### src/rtl/binning_frame_ctrl.sv
// binning_frame_ctrl
//   Frame-level scheduler for the 4x4 binned mask stream. A capture is armed by
//   a request pulse or by continuous mode. The controller waits for the start
//   of a binned frame and writes each binned pixel into the write bank of a
//   ping-pong BRAM. A completed bank is handed to the reader only after the
//   reader has released the bank it currently holds.
//
// Ports
//   clk_in, rst_in        clock, synchronous active-high reset
//   capture_req_in        pulse: capture the next full frame
//   continuous_in         level: re-arm after every bank swap
//   bin_pixel_in/_hcount_in/_vcount_in/_valid_in   binned pixel stream
//   rd_busy_in            reader is still using rd_bank_out
//   wr_addr_out/_data_out/_en_out                 BRAM write port, {bank, index}
//   rd_bank_out           bank owned by the reader
//   frame_ready_out       pulse: rd_bank_out now holds a fresh frame
//   capturing_out         high while waiting for SOF or capturing
//   sync_err_out          pulse: pixel coordinates did not match the expected ones
//   drop_count_out        saturating count of SOFs missed while stalled in SWAP
module binning_frame_ctrl #(
  parameter int HRES        = 1280,
  parameter int VRES        = 720,
  parameter int KERNEL_SIZE = 4,
  localparam int HWIDTH = $clog2(HRES),
  localparam int VWIDTH = $clog2(VRES),
  localparam int BH     = HRES / KERNEL_SIZE,
  localparam int BV     = VRES / KERNEL_SIZE,
  localparam int BPIX   = BH * BV,
  localparam int PIX_W  = $clog2(BPIX)
) (
  input  logic              clk_in,
  input  logic              rst_in,
  input  logic              capture_req_in,
  input  logic              continuous_in,
  input  logic              bin_pixel_in,
  input  logic [HWIDTH-3:0] bin_hcount_in,
  input  logic [VWIDTH-3:0] bin_vcount_in,
  input  logic              bin_valid_in,
  input  logic              rd_busy_in,
  output logic [PIX_W:0]    wr_addr_out,
  output logic              wr_data_out,
  output logic              wr_en_out,
  output logic              rd_bank_out,
  output logic              frame_ready_out,
  output logic              capturing_out,
  output logic              sync_err_out,
  output logic [7:0]        drop_count_out
);

  localparam int HC_W = HWIDTH - 2;
  localparam int VC_W = VWIDTH - 2;
  localparam logic [HC_W-1:0] H_LAST = HC_W'(BH - 1);
  localparam logic [VC_W-1:0] V_LAST = VC_W'(BV - 1);

  typedef enum logic [1:0] {S_IDLE, S_WAIT_SOF, S_CAPTURE, S_SWAP} state_t;

  state_t            state_q, state_d;
  logic              wr_bank_q, wr_bank_d;
  logic              rd_bank_q, rd_bank_d;
  logic              pending_q, pending_d;
  logic [HC_W-1:0]   exp_h_q, exp_h_d;
  logic [VC_W-1:0]   exp_v_q, exp_v_d;
  logic [PIX_W-1:0]  pix_cnt_q, pix_cnt_d;
  logic              wr_en_q, wr_en_d;
  logic [PIX_W:0]    wr_addr_q, wr_addr_d;
  logic              wr_data_q, wr_data_d;
  logic              frame_ready_q, frame_ready_d;
  logic              sync_err_q, sync_err_d;
  logic [7:0]        drop_cnt_q, drop_cnt_d;

  logic sof, coord_match, last_pix;

  assign sof         = bin_valid_in && (bin_hcount_in == '0) && (bin_vcount_in == '0);
  assign coord_match = (bin_hcount_in == exp_h_q) && (bin_vcount_in == exp_v_q);
  assign last_pix    = (exp_h_q == H_LAST) && (exp_v_q == V_LAST);

  always_comb begin
    state_d       = state_q;
    wr_bank_d     = wr_bank_q;
    rd_bank_d     = rd_bank_q;
    pending_d     = pending_q;
    exp_h_d       = exp_h_q;
    exp_v_d       = exp_v_q;
    pix_cnt_d     = pix_cnt_q;
    wr_en_d       = 1'b0;
    wr_addr_d     = '0;
    wr_data_d     = 1'b0;
    frame_ready_d = 1'b0;
    sync_err_d    = 1'b0;
    drop_cnt_d    = drop_cnt_q;

    // A request that arrives while busy is remembered (one deep) and honoured
    // at the next swap.
    if (capture_req_in && (state_q != S_IDLE)) begin
      pending_d = 1'b1;
    end

    case (state_q)
      S_IDLE: begin
        if (capture_req_in || continuous_in) begin
          state_d = S_WAIT_SOF;
        end
      end

      S_WAIT_SOF: begin
        if (sof) begin
          wr_en_d   = 1'b1;
          wr_addr_d = {wr_bank_q, PIX_W'(0)};
          wr_data_d = bin_pixel_in;
          pix_cnt_d = PIX_W'(1);
          exp_h_d   = HC_W'(1);
          exp_v_d   = '0;
          state_d   = S_CAPTURE;
        end
      end

      S_CAPTURE: begin
        if (bin_valid_in) begin
          if (coord_match) begin
            wr_en_d   = 1'b1;
            wr_addr_d = {wr_bank_q, pix_cnt_q};
            wr_data_d = bin_pixel_in;
            if (last_pix) begin
              pix_cnt_d = '0;
              exp_h_d   = '0;
              exp_v_d   = '0;
              state_d   = S_SWAP;
            end else begin
              pix_cnt_d = pix_cnt_q + PIX_W'(1);
              if (exp_h_q == H_LAST) begin
                exp_h_d = '0;
                exp_v_d = exp_v_q + VC_W'(1);
              end else begin
                exp_h_d = exp_h_q + HC_W'(1);
              end
            end
          end else begin
            sync_err_d = 1'b1;
            if (sof) begin
              // Lost sync but this is a fresh frame start: restart in place.
              wr_en_d   = 1'b1;
              wr_addr_d = {wr_bank_q, PIX_W'(0)};
              wr_data_d = bin_pixel_in;
              pix_cnt_d = PIX_W'(1);
              exp_h_d   = HC_W'(1);
              exp_v_d   = '0;
            end else begin
              pix_cnt_d = '0;
              exp_h_d   = '0;
              exp_v_d   = '0;
              state_d   = S_WAIT_SOF;
            end
          end
        end
      end

      S_SWAP: begin
        if (!rd_busy_in) begin
          rd_bank_d     = wr_bank_q;
          wr_bank_d     = ~wr_bank_q;
          frame_ready_d = 1'b1;
          pending_d     = 1'b0;
          // A request in this very cycle is folded into the re-arm decision.
          if (continuous_in || pending_q || capture_req_in) begin
            state_d = S_WAIT_SOF;
          end else begin
            state_d = S_IDLE;
          end
        end else if (sof && (drop_cnt_q != 8'hFF)) begin
          drop_cnt_d = drop_cnt_q + 8'd1;
        end
      end

      default: state_d = S_IDLE;
    endcase
  end

  always_ff @(posedge clk_in) begin
    if (rst_in) begin
      state_q       <= S_IDLE;
      wr_bank_q     <= 1'b0;
      rd_bank_q     <= 1'b1;
      pending_q     <= 1'b0;
      exp_h_q       <= '0;
      exp_v_q       <= '0;
      pix_cnt_q     <= '0;
      wr_en_q       <= 1'b0;
      wr_addr_q     <= '0;
      wr_data_q     <= 1'b0;
      frame_ready_q <= 1'b0;
      sync_err_q    <= 1'b0;
      drop_cnt_q    <= '0;
    end else begin
      state_q       <= state_d;
      wr_bank_q     <= wr_bank_d;
      rd_bank_q     <= rd_bank_d;
      pending_q     <= pending_d;
      exp_h_q       <= exp_h_d;
      exp_v_q       <= exp_v_d;
      pix_cnt_q     <= pix_cnt_d;
      wr_en_q       <= wr_en_d;
      wr_addr_q     <= wr_addr_d;
      wr_data_q     <= wr_data_d;
      frame_ready_q <= frame_ready_d;
      sync_err_q    <= sync_err_d;
      drop_cnt_q    <= drop_cnt_d;
    end
  end

  assign wr_addr_out     = wr_addr_q;
  assign wr_data_out     = wr_data_q;
  assign wr_en_out       = wr_en_q;
  assign rd_bank_out     = rd_bank_q;
  assign frame_ready_out = frame_ready_q;
  assign capturing_out   = (state_q == S_WAIT_SOF) || (state_q == S_CAPTURE);
  assign sync_err_out    = sync_err_q;
  assign drop_count_out  = drop_cnt_q;

endmodule

### config.mk
export PLATFORM = sky130hd
export DESIGN_NAME = binning_frame_ctrl
export DESIGN_NICKNAME = d
export VERILOG_FILES = /design/src/rtl/binning_frame_ctrl.sv
export SDC_FILE = /design/constraint.sdc
export NUM_CORES = 1
export LEC_CHECK = 0
export CORE_MARGIN = 10
export CORE_UTILIZATION = 57
export CTS_CLUSTER_SIZE = 40
export DETAILED_ROUTE_END_ITERATION = 8
export PLACE_DENSITY = 0.93
export SLEW_MARGIN = 25
export SYNTH_ARGS = -nofsm -noshare
export SYNTH_HDL_FRONTEND = slang
export SYNTH_SLANG_ARGS = --single-unit
export TNS_END_PERCENT = 1
### constraint.sdc
create_clock -name clk_in -period 4.2 [get_ports clk_in]
set_clock_uncertainty 0.1 [all_clocks]
set_input_delay 0.63 -clock clk_in [delete_from_list [all_inputs] [get_ports clk_in]]
set_output_delay 0.63 -clock clk_in [all_outputs]
set_load 0.005 [all_outputs]
==> flow_summary.toml <==
[floorplan]
chipHeight_um = 97.6
die_area_mm2 = 0.00952
row_count = 28
die_w_um = 97.6
core-area_mm2 = 0.00589
initial_utilization = 0.583
ios = 55

[synth]
synthTopCellsByCount = "dfxtp_1 (67), nor2_1 (35), xor2_1 (27)"
synth_edf_count = 0
synth_most_common_cell = "dfxtp_1"
netlist_area_mm2 = 0.00343
yosys-top-cells-area = "dfxtp_1 (39%), xor2_1 (6.9%), and2_1 (3.8%), nor2_1 (3.8%), xnor2_1 (3.1%)"
synth.net_count = 412
ys_ff_latch = 67
synthArstFlopShare = 0
ys.flop_type = "dfxtp_1"
synthDominantCellAreaShare = 0.391
yosysWarningCount = 0
seq_area_frac_synth = 0.391
synth_cell_types = 56
synth_top_area_cell = "dfxtp_1"
netlist_instances = 380
avgSynthCellArea_um2 = 9.03

[job]
drv_cap = 0

[cts]
clkTransAtPathRegs_ns = 0.07
cts_buffers = 9
ctsResizeCount = 0
clock_latency_ns = 0.35
cts.path.max_buffers = 2
cts_tree = "done"
cts_root_buf = "clkbuf_8"
clkSinkCount = 67
h-tree-depth = 3
postCtsSetupRepairBufs = 0
ctsHoldBuffers = 0

[cells_and_area]
finalInstanceArea_mm2 = 0.00422
ff_latch_area_mm2 = 0.00134
diodes = 0
drive_gt1_frac = 0.0782
utilization = 0.717
multi_input_area_mm2 = 0.00199
area_delta_synth_final_pct = 23.0
nets = 463
nFillCells = 428

[timing]
finalSetupViolCount = 0
timing.final.crit_period_ns = 3.01
worstMarginPinSlew_ns = 0.766
hold_viol = 0
setup_tns_ns = 0
slew_headroom = 0.486
post-route-period-util = 0.717
fmax_mhz = 332
final_max_slew_viol_count = 0
rsz0062_at_grt = "no"

[routing]
vias = 3148
drtAntennaViolNets = 0
drt_iter0_markers = 241
drtPass1Iterations = 5
wl_per_cell_um = 16.9
drc = 0
wl_um = 8600
via_per_inst = 6.17

[setup_path]
required_ns = 4.31
max_stage_delay_ns = 0.53
startpoint_type = "input port"
crit_arrival_ns = 3.12
cp.depth = 7
cp-end-kind = "register"
reg2reg_depth = 6
crit_family = "simple AND/OR/NAND/NOR gates"
worstSetupPathType = "input port to register"
path_buf_inv = 1
critPathMaxFanout = 16
crit_slowest_cell = "o21ai_1"
path_cells = "clkdlybuf4s50_1 -> nor4_2 -> nand3_1 -> o22ai_1 -> nand2_1 -> o21ai_1 -> nor2_1"

[hold_path]
holdPathStages = 1
min_path_type = "register to register"

[placed_design]
hpwlAfterDp_um = 6490
place_congestion = 0.962
placed_cell_area_mm2 = 0.00400
io_buffers = 54

[global_route]
grt_pass1_vias = 2991
grt_max_degree = 27
grt_usage = 0.176
gr-total-overflow = 0
grt_pass1_wl_um = 14100
antenna_found_initial = 0

[status]
status = "completed"

[pwr]
powerDensity_mw_per_mm2 = 377
ir_drop_mv = 0.313
power_leakage_nw = 1.49
## sequential cells by signal, indices dropped and copies added (netlist names)
register / count
wr_addr_out: 17
pix_cnt_q: 16
exp_h_q: 9
drop_count_out: 8
exp_v_q: 8
state_q: 2
frame_ready_out: 1
pending_q: 1
rd_bank_out: 1
sync_err_out: 1
wr_bank_q: 1
wr_data_out: 1
wr_en_out: 1
## per-stage QoR
step | hold WS, ns | total power [mW] | setup WS (ns) | std cells
after detailed placement | 0.366 | 1.01 | 0.885 | 495
final | 0.392 | 1.59 | 1.19 | 510
after CTS | 0.383 | 1.60 | 1.26 | 510
after global placement | 0.362 | 0.997 | 1.13 | 495
after global routing | 0.393 | 1.65 | 1.02 | 510
after floorplan | 0.352 | 0.915 | 1.82 | 380
## placed cells by master, fill, tap and decap left out, drive strengths merged, types with 3 or more instances in the layout
cell type	Yosys	final
o31ai	5	5
ha	8	8
o311ai	3	3
and4	4	4
clkdlybuf4s50	0	54
xor2	27	27
or4	6	6
nor2	35	35
nor3	15	15
or3	3	3
nand4	13	13
nor4b	3	3
o21ai	8	8
nor3b	3	3
xnor2	12	12
a311o	5	5
o211ai	3	3
and3	17	17
nand3	20	20
nand2	25	25
a2bb2oi	4	4
nor4	15	15
a21oi	15	15
and2	22	22
clkbuf	13	10
dfxtp	67	67
inv	7	7
## final cells by class
class / count / share of cell area
Timing Repair Buffer: 55 / 0.130
Clock inverter: 5 / 0.0184
Clock buffer: 10 / 0.0326
Tap cell: 75 / 0.0222
Sequential cell: 67 / 0.318
Inverter: 7 / 0.00623
Multi-Input combinational cell: 291 / 0.473
## cells by family (layout without fill, tap and decap cells)
logic type                 after synthesis  after routing  synth area share
muxes                                    2              2           0.00584
and+or+nand+nor                        190            190             0.336
DFF                                     67             67             0.391
xor gates and xnor gates                39             39            0.0996
AOI/OAI and AO/OA                       52             52             0.111
adders and majority gates                8              8            0.0292
buffers and inverters                   22             77            0.0277
## layer usage
layer	track usage	wire length (µm)	up-vias
met1	0.195	3400	1472
li1	-	-	1501
met4	0.0839	162	0
met5	0	0	-
met2	0.295	4290	154
met3	0.0612	747	21
## power by group
group	internal (mW)	switching (mW)	total, mW
clock network	0.345	0.240	0.585
registers	0.654	0.0245	0.679
logic	0.114	0.214	0.328
## path summary, 6_finish.rpt
check / end / startpoint / slack, ns
hold / removal: wr_addr_out[15] / pix_cnt_q[15] / 0.39
hold reg to reg: wr_addr_out[15] / pix_cnt_q[15] / 0.39
setup / recovery: exp_h_q[7] / bin_vcount_in[3] / 1.19
setup reg to reg: state_q[0] / exp_h_q[0] / 1.27
No activity file was read; power rests on OpenSTA's default activity.
